File: config.mk
export PLATFORM = sky130hd
export DESIGN_NAME = serial_adder
export DESIGN_NICKNAME = d
export VERILOG_FILES = /design/src/rtl/serial_adder_pkg.sv /design/src/rtl/serial_adder_adder.sv /design/src/rtl/serial_adder.sv
export SDC_FILE = /design/constraint.sdc
export NUM_CORES = 1
export LEC_CHECK = 0
export ABC_CLOCK_PERIOD_IN_PS = 3010
export BUFFER_PORTS_ARGS = -buffer_cell sky130_fd_sc_hd__buf_2
export CAP_MARGIN = 20
export CORE_MARGIN = 2
export CORE_UTILIZATION = 55
export DETAILED_ROUTE_END_ITERATION = 6
export GPL_TIMING_DRIVEN = 1
export PLACE_DENSITY = 0.79
export RECOVER_POWER = 50
export SLEW_MARGIN = 20
export SYNTH_ARGS = -nofsm -noshare
export SYNTH_HDL_FRONTEND = slang
export SYNTH_SLANG_ARGS = --single-unit
File: constraint.sdc
create_clock -name clk -period 3.01 [get_ports clk]
set_input_delay 0.4515 -clock clk [delete_from_list [all_inputs] [get_ports clk]]
set_output_delay 0.4515 -clock clk [all_outputs]
set_load 0.005 [all_outputs]
File: src/rtl/serial_adder_pkg.sv
// ---------------------------------------------------------------------------
// serial_adder_pkg
//   Shared types and constants for the bit-serial adder.
//   - state_e       : FSM state encoding (IDLE, SHIFT, DONE)
//   - DEFAULT_WIDTH : default operand/result width
//   - DEFAULT_CNT_W : bit-counter width for the default operand width
//   - cnt_width()   : bit-counter width for an arbitrary operand width
// ---------------------------------------------------------------------------
package serial_adder_pkg;

  localparam int DEFAULT_WIDTH = 8;
  localparam int DEFAULT_CNT_W = $clog2(DEFAULT_WIDTH);

  typedef enum logic [1:0] {
    ST_IDLE  = 2'd0,
    ST_SHIFT = 2'd1,
    ST_DONE  = 2'd2
  } state_e;

  // The counter must reach w-1. Clamp to one bit so that a degenerate
  // width still yields a legal vector.
  function automatic int cnt_width(input int w);
    return (w < 2) ? 1 : $clog2(w);
  endfunction

endpackage

File: src/rtl/serial_adder_adder.sv
// ---------------------------------------------------------------------------
// adder
//   1-bit full-adder cell, purely combinational.
//   Ports:
//     a, b  : operand bits
//     Cin   : carry in
//     S     : sum bit
//     Cout  : carry out
// ---------------------------------------------------------------------------
module adder (
  input  logic a,
  input  logic b,
  input  logic Cin,
  output logic S,
  output logic Cout
);

  logic p;

  assign p    = a ^ b;
  assign S    = p ^ Cin;
  assign Cout = (a & b) | (Cin & p);

endmodule

File: src/rtl/serial_adder.sv
// ---------------------------------------------------------------------------
// serial_adder
//   Bit-serial WIDTH-bit adder. Operands are captured on an accepted start,
//   processed LSB first through one full-adder cell with a registered carry,
//   and the assembled result is published with a one-cycle done strobe.
//
//   Optional feature macro: SERIAL_ADDER_SUB_EN
//     When defined, a 'sub' input selects A - B. The B register then loads
//     ~b and the carry flop loads 1, so cin is ignored for subtraction.
//
//   Handshake: 'start' is a request that is only accepted while the FSM is
//   in IDLE; a start seen in SHIFT or DONE is dropped, never queued. 'done'
//   is a single-cycle strobe with no back-pressure; sum/cout stay stable
//   until the next done.
//
//   Ports:
//     clk       : rising-edge clock
//     rst_n     : asynchronous active-low reset
//     start     : request, accepted only in IDLE
//     a, b      : operands, sampled on the accepting edge
//     cin       : carry in, sampled on the accepting edge
//     sub       : (SERIAL_ADDER_SUB_EN only) 1 selects subtraction
//     busy      : high while bits are being processed
//     done      : one-cycle pulse, sum/cout valid
//     sum       : result, held until the next done
//     cout      : final carry-out, held until the next done
//     state_dbg : current FSM state, for observation only
// ---------------------------------------------------------------------------
module serial_adder
  import serial_adder_pkg::*;
#(
  parameter int WIDTH = DEFAULT_WIDTH
) (
  input  logic             clk,
  input  logic             rst_n,
  input  logic             start,
  input  logic [WIDTH-1:0] a,
  input  logic [WIDTH-1:0] b,
  input  logic             cin,
`ifdef SERIAL_ADDER_SUB_EN
  input  logic             sub,
`endif
  output logic             busy,
  output logic             done,
  output logic [WIDTH-1:0] sum,
  output logic             cout,
  output state_e           state_dbg
);

  localparam int CNT_W = cnt_width(WIDTH);
  localparam logic [CNT_W-1:0] LAST_BIT = CNT_W'(WIDTH - 1);

  state_e             state_q, state_d;
  logic [WIDTH-1:0]   a_sh_q;
  logic [WIDTH-1:0]   b_sh_q;
  logic [WIDTH-1:0]   sum_sh_q;
  logic [CNT_W-1:0]   cnt_q;
  logic               carry_q;
  logic [WIDTH-1:0]   sum_q;
  logic               cout_q;

  logic               accept;
  logic               last_bit;
  logic [WIDTH-1:0]   b_load;
  logic               carry_load;
  logic               fa_s;
  logic               fa_cout;
  logic [WIDTH-1:0]   sum_sh_d;

  assign accept   = (state_q == ST_IDLE) && start;
  assign last_bit = (state_q == ST_SHIFT) && (cnt_q == LAST_BIT);

  // Subtraction is A + ~B + 1: invert B on load and force the carry-in.
`ifdef SERIAL_ADDER_SUB_EN
  assign b_load     = sub ? ~b : b;
  assign carry_load = sub ? 1'b1 : cin;
`else
  assign b_load     = b;
  assign carry_load = cin;
`endif

  adder u_fa (
    .a    (a_sh_q[0]),
    .b    (b_sh_q[0]),
    .Cin  (carry_q),
    .S    (fa_s),
    .Cout (fa_cout)
  );

  // New sum bit enters at the MSB; after WIDTH shifts bit 0 sits at the LSB.
  assign sum_sh_d = {fa_s, sum_sh_q[WIDTH-1:1]};

  // ---------------- FSM: state register ----------------
  always_ff @(posedge clk or negedge rst_n) begin
    if (!rst_n) begin
      state_q <= ST_IDLE;
    end else begin
      state_q <= state_d;
    end
  end

  // ---------------- FSM: next-state logic ----------------
  always_comb begin
    state_d = state_q;
    case (state_q)
      ST_IDLE:  if (start) state_d = ST_SHIFT;
      ST_SHIFT: if (cnt_q == LAST_BIT) state_d = ST_DONE;
      ST_DONE:  state_d = ST_IDLE;
      default:  state_d = ST_IDLE;
    endcase
  end

  // ---------------- FSM: output decode ----------------
  always_comb begin
    busy = 1'b0;
    done = 1'b0;
    case (state_q)
      ST_SHIFT: busy = 1'b1;
      ST_DONE:  done = 1'b1;
      default:  ;
    endcase
  end

  // ---------------- Datapath ----------------
  always_ff @(posedge clk or negedge rst_n) begin
    if (!rst_n) begin
      a_sh_q   <= '0;
      b_sh_q   <= '0;
      sum_sh_q <= '0;
      cnt_q    <= '0;
      carry_q  <= 1'b0;
    end else if (accept) begin
      a_sh_q   <= a;
      b_sh_q   <= b_load;
      sum_sh_q <= '0;
      cnt_q    <= '0;
      carry_q  <= carry_load;
    end else if (state_q == ST_SHIFT) begin
      a_sh_q   <= {1'b0, a_sh_q[WIDTH-1:1]};
      b_sh_q   <= {1'b0, b_sh_q[WIDTH-1:1]};
      sum_sh_q <= sum_sh_d;
      cnt_q    <= cnt_q + CNT_W'(1);
      carry_q  <= fa_cout;
    end
  end

  // Published result changes only on the edge that processes the last bit.
  always_ff @(posedge clk or negedge rst_n) begin
    if (!rst_n) begin
      sum_q  <= '0;
      cout_q <= 1'b0;
    end else if (last_bit) begin
      sum_q  <= sum_sh_d;
      cout_q <= fa_cout;
    end
  end

  assign sum       = sum_q;
  assign cout      = cout_q;
  assign state_dbg = state_q;

endmodule

After elaboration in Yosys (flattened, before gate mapping)
Index checks and enable logic that the tools add are counted.
{"block": "totals", "inputBits": 20, "output_inout_bits": 13, "elab_cells": 39, "ff_bits": 39}
{"block": "op_classes", "n_mux": 15, "addsub": 1, "bitwise_logic": 5, "n_eq_ne": 5, "reduce_logical": 5}
{"cell": "$mux W8", "n": 6}
{"cell": "$mux W3", "n": 2}
{"cell": "$mux W1", "n": 4}
{"cell": "$mux W2", "n": 2}
{"cell": "$ne A2 B2 Y1 const B", "n": 2}
{"cell": "$pmux W2 S2", "n": 1}
{"cell": "$add A3 B1 Y3 const B", "n": 1}
{"cell": "$eq A3 B3 Y1 const B", "n": 1}
{"cell": "$and A1 B1 Y1", "n": 2}
{"cell": "$eq A2 B1 Y1 const B", "n": 1}
{"cell": "$eq A2 B2 Y1 const B", "n": 1}
{"cell": "$logic_and A1 B1 Y1", "n": 2}
{"cell": "$logic_not A2 Y1", "n": 1}
{"cell": "$reduce_and A2 Y1", "n": 1}
{"cell": "$reduce_bool A2 Y1", "n": 1}
{"cell": "$xor A1 B1 Y1", "n": 2}
{"cell": "$or A1 B1 Y1", "n": 1}

Depth between registers and ports, before layout
{"block": "logic_depth", "word_depth": 5, "mapped_depth": 5, "mapped_depth_nobuf": 4}

Modules after synthesis
From an unflattened synthesis, not the netlist that was laid out.
{"block": "hier_totals", "cells_unflattened": 115, "hier_area_um2": 1680.4}
{"mod": "serial_adder", "cells_per_inst": 114, "instances": 1, "seq_area_each_um2": 950.9, "area_per_inst_um2": 1660.3}
{"mod": "adder", "cells_per_inst": 1, "instances": 1, "seq_area_each_um2": 0.0, "area_per_inst_um2": 20.0}

Worst setup path after synthesis
Ideal clock, no wire load.
{"block": "synth_path", "kind": "flip-flop to flip-flop", "start": "register cnt_q[0]", "end": "register sum_q[1], in the netlist sum[1]", "arrival_time_ns": 1.348, "setup_time_ns": 0.125, "path_slack_ns": 1.538, "stages_incl_launch_ff": 6, "path_buffers": 1, "t_required_ns": 2.885, "synth_period_minus_slack_ns": 1.472, "path_cell_list": "dfrtp_1 ha_1 ha_1 nand3b_1 buf_2 mux2_2"}
{"block": "synth_between", "elab_chain_len": 2}
{"element": "start, declared", "line": "serial_adder.sv:57", "source": "logic [CNT_W-1:0] cnt_q;"}
{"element": "start signal, assigned", "line": "serial_adder.sv:142", "source": "cnt_q <= cnt_q + CNT_W'(1);"}
{"element": "$eq A3 B3 Y1", "line": "serial_adder.sv:71", "source": "assign last_bit = (state_q == ST_SHIFT) && (cnt_q == LAST_BIT);"}
{"element": "$logic_and A1 B1 Y1", "line": "serial_adder.sv:71"}
{"element": "end signal, assigned", "line": "serial_adder.sv:153", "source": "sum_q <= sum_sh_d;"}
{"element": "end, declared", "line": "serial_adder.sv:59", "source": "logic [WIDTH-1:0] sum_q;"}
Every way passes these cells.
A chain may end at the register's enable or synchronous reset.

Worst setup path in the final report
{"block": "layout_path", "start": "register state_q[0], in the netlist state_dbg[0]", "end": "output port busy"}
{"block": "layout_between", "elab_chain_len": 2}
{"element": "start, declared", "line": "serial_adder.sv:53", "source": "state_e state_q, state_d;"}
{"element": "start signal, assigned", "line": "serial_adder.sv:98", "source": "state_q <= state_d;"}
{"element": "$eq A2 B1 Y1", "line": "serial_adder.sv:117", "source": "case (state_q)"}
{"element": "$mux W1", "line": "serial_adder.sv:117"}
{"element": "end, declared", "line": "serial_adder.sv:43", "source": "output logic busy,"}
Every way passes these cells.

==> results.md <==
- M2 GR Usage: 31.4%
- Register area share after synthesis: 54.2%
- Final hold violations: 0
- Global route hottest layer: met2
- CP Capture Type: primary output
- Initial DRC count: 59
- CTS Buf Count: 5
- DRC viols: 0
- Vias in the first global route: 1171
- Worst-Margin Slew: 1990 ps
- DRT antenna net count: 0
- Fin. max-slew vios: 39
- I/O pins: 33
- CTS-repair resized insts: 0
- Cell Rows: 20
- H-tree levels: 2
- Sw Share: 35.2%
- Routed WL: 3170 microns
- GP Congestion: 0.748
- Max stage delay on crit path: 910 ps
- Setup Skew: 3.76 ps
- # setup viols final: 0
- TritonRoute pass-1 iters: 4
- Later-pin clock latency in the skew report: 330 ps
- Area grow syn2layout: 9.98%
- RSZ-0062 raised after global routing: no
- Synth Register Bits: 38
- Leakage: 0.000916 uW
- Inserted Diodes: 0
- CP Max Fanout: 28
- Peak supply drop: 0.440 mV
- Routed len/inst: 15.1 microns
- Maximum clock path buffer count: 2
- Critical path, cell by cell: nor2b_1, buf_2
- Largest net degree at the start of global routing: 39
- Postcts setup bufs: 0
- Power per cell area: 945 nW/um^2
- Synth unique cells: 22
- M3 GR Usage: 4.69%
- Die W: 60.5 microns
- Initial antenna violation count: 0
- Max-slew headroom at the worst pin: -32.4%
- Via count: 1175
- Root buf cell: clkbuf_4
- Tightest Hold Check Type: in -> reg
- Critical path class: reg -> out
- Share of cells above drive strength 1: 27.7%
- Placed instance count: 203
- Failing checks: capacitance limit, slew limit
- Post-Syn Nets: 161
- Sequential power share: 50.0%
- Max cap viols: 1
- Internal: 1180 uW
- Mapped Area: 1760 sq um
- CTS clk-pin slew, worst paths: 100 ps
- Fin util: 63.2%
- Dpl hpwl: 2130 microns
- Clk pwr share: 13.1%
- Data required time of the worst path: 2560 ps
- Tmin final: 2440 ps
- Post-CTS Hold Fix Bufs: 0
- Area of the core: 3050 sq um
- Initial Util: 57.5%
- Setup TNS: 0 ps
- Sw power: 642 uW
- Ys Warns: 0
- Power share of the combinational group: 36.9%
- Total track usage: 19.9%
- CTS Sinks: 38
- # port buffers: 32
- Die height: 60.5 microns
- First-pass GRT wire length: 5280 microns
- Critical path's slowest cell: dfrtp_1
- Status: complete, but fails checks
- Period utilization: 81.2%
- Met1 Use GR: 26.7%
- Final std cells w/o fill: 210
- Fmax: 409 MHz
- Total gr overflow: 0
- Die area: 3660 sq um
- Post-layout nets: 189
- Avg Vias per Cell: 5.60
- Fraction of registers with async set/reset: 100%
- Arrival time at the worst endpoint: 1990 ps
- Number of synthesized flops with an enable pin: 0
- Hold slack: 349 ps
- Syn Inst Count: 138
- Syn_area_per_cell: 12.7 sq um
- CTS tree: built
- Worst Setup Start Kind: flop
- Post-synth top flop: dfrtp_1
[worst max-delay path, delay by kind of cell (launching register included)]
family	cells	cell delay, ps
buffers and inverters	1	220
DFF	1	910
and+or+nand+nor	1	540
[cell usage after synthesis (all sizes together), types with 2 or more instances]
library cell  number  share of area [%]
a211oi            10                5.7
a222oi             5                2.9
a22o              11                5.5
buf               10                4.8
clkbuf             2               0.43
dfrtp             38                 54
ha                 2                1.4
inv               17                3.6
mux2              10                6.4
nor2               5                1.1
nor2b              3                1.1
nor3b             11                4.7
nor4b             10                5.3
[power groups by stage]
stage | sequential [uW] | combinational (uW) | clock [uW]
2_1_floorplan | 854 | 593 | 0
3_5_place_dp | 925 | 686 | 0
4_1_cts | 915 | 688 | 247
6_report | 913 | 673 | 239
3_3_place_gp | 909 | 653 | 0
5_1_grt | 947 | 765 | 270
[stage by stage]
stage	power, uW	setup slack [ps]	area (sq um)
CTS	1850	603	1930
detailed placement	1610	917	1890
global placement	1560	1040	1890
finish	1830	567	1930
global route	1980	431	1930
floorplan	1450	1540	1760
[sequential cells by signal (all words and copies together) (netlist names)]
signal / count
sum: 8
cout: 1
b_sh_q: 8
cnt_q: 3
a_sh_q: 8
state_dbg: 2
sum_sh_q: 7
carry_q: 1
[layout make-up]
class | instances | area [sq um]
Multi-Input combinational cell | 71 | 649
Clock inverter | 2 | 10.0
Clock buffer | 5 | 37.5
Inverter | 17 | 63.8
Tap cell | 44 | 55.1
Timing Repair Buffer | 33 | 164
Fill cell | 262 | 1120
Sequential cell | 38 | 951
[routing by layer]
metal / wire [microns] / vias up
met2: 1520 / 30
met4: 44 / 0
met3: 141 / 5
met5: 0 / -
li1: - / 553
met1: 1460 / 587
[cell families (layout without fill, tap and decap cells)]
kind of cell,after synthesis,after routing,share of synthesized area [%]
adders and majority gates,3,3,2.57
AOI/OAI and AO/OA,28,28,15.4
buffers and inverters,29,57,8.84
and+or+nand+nor,30,30,12.6
muxes,10,10,6.41
DFF,38,38,54.2
[worst paths after layout]
check | end | cells after the start | slack (ps) | start
hold / removal | a_sh_q[7]$_DFFE_PN0P_ | 2 | 350 | a[7]
setup reg to reg | sum[5]$_DFFE_PN0P_ | 2 | 930 | state_dbg[0]$_DFFE_PN0P_
hold reg to reg | sum[0]$_DFFE_PN0P_ | 1 | 500 | sum[0]$_DFFE_PN0P_
setup / recovery | busy | 2 | 570 | state_dbg[0]$_DFFE_PN0P_
max in group asynchronous | b_sh_q[4]$_DFFE_PN0P_ | 1 | 1210 | rst_n
min in group asynchronous | sum[6]$_DFFE_PN0P_ | 1 | 670 | rst_n
[placed cells by master (no fill, tap or decap), drive strengths merged]
cell,n
o21bai,1
clkbuf,8
inv,17
mux2,10
nor3b,11
a222oi,5
nor4b,10
a21oi,1
dfrtp,38
nor2b,3
buf,30
clkinv,2
ha,2
a211oi,10
a22o,11
nand3b,1
fa,1
nor2,5
No activity file was read; power rests on OpenSTA's default activity.
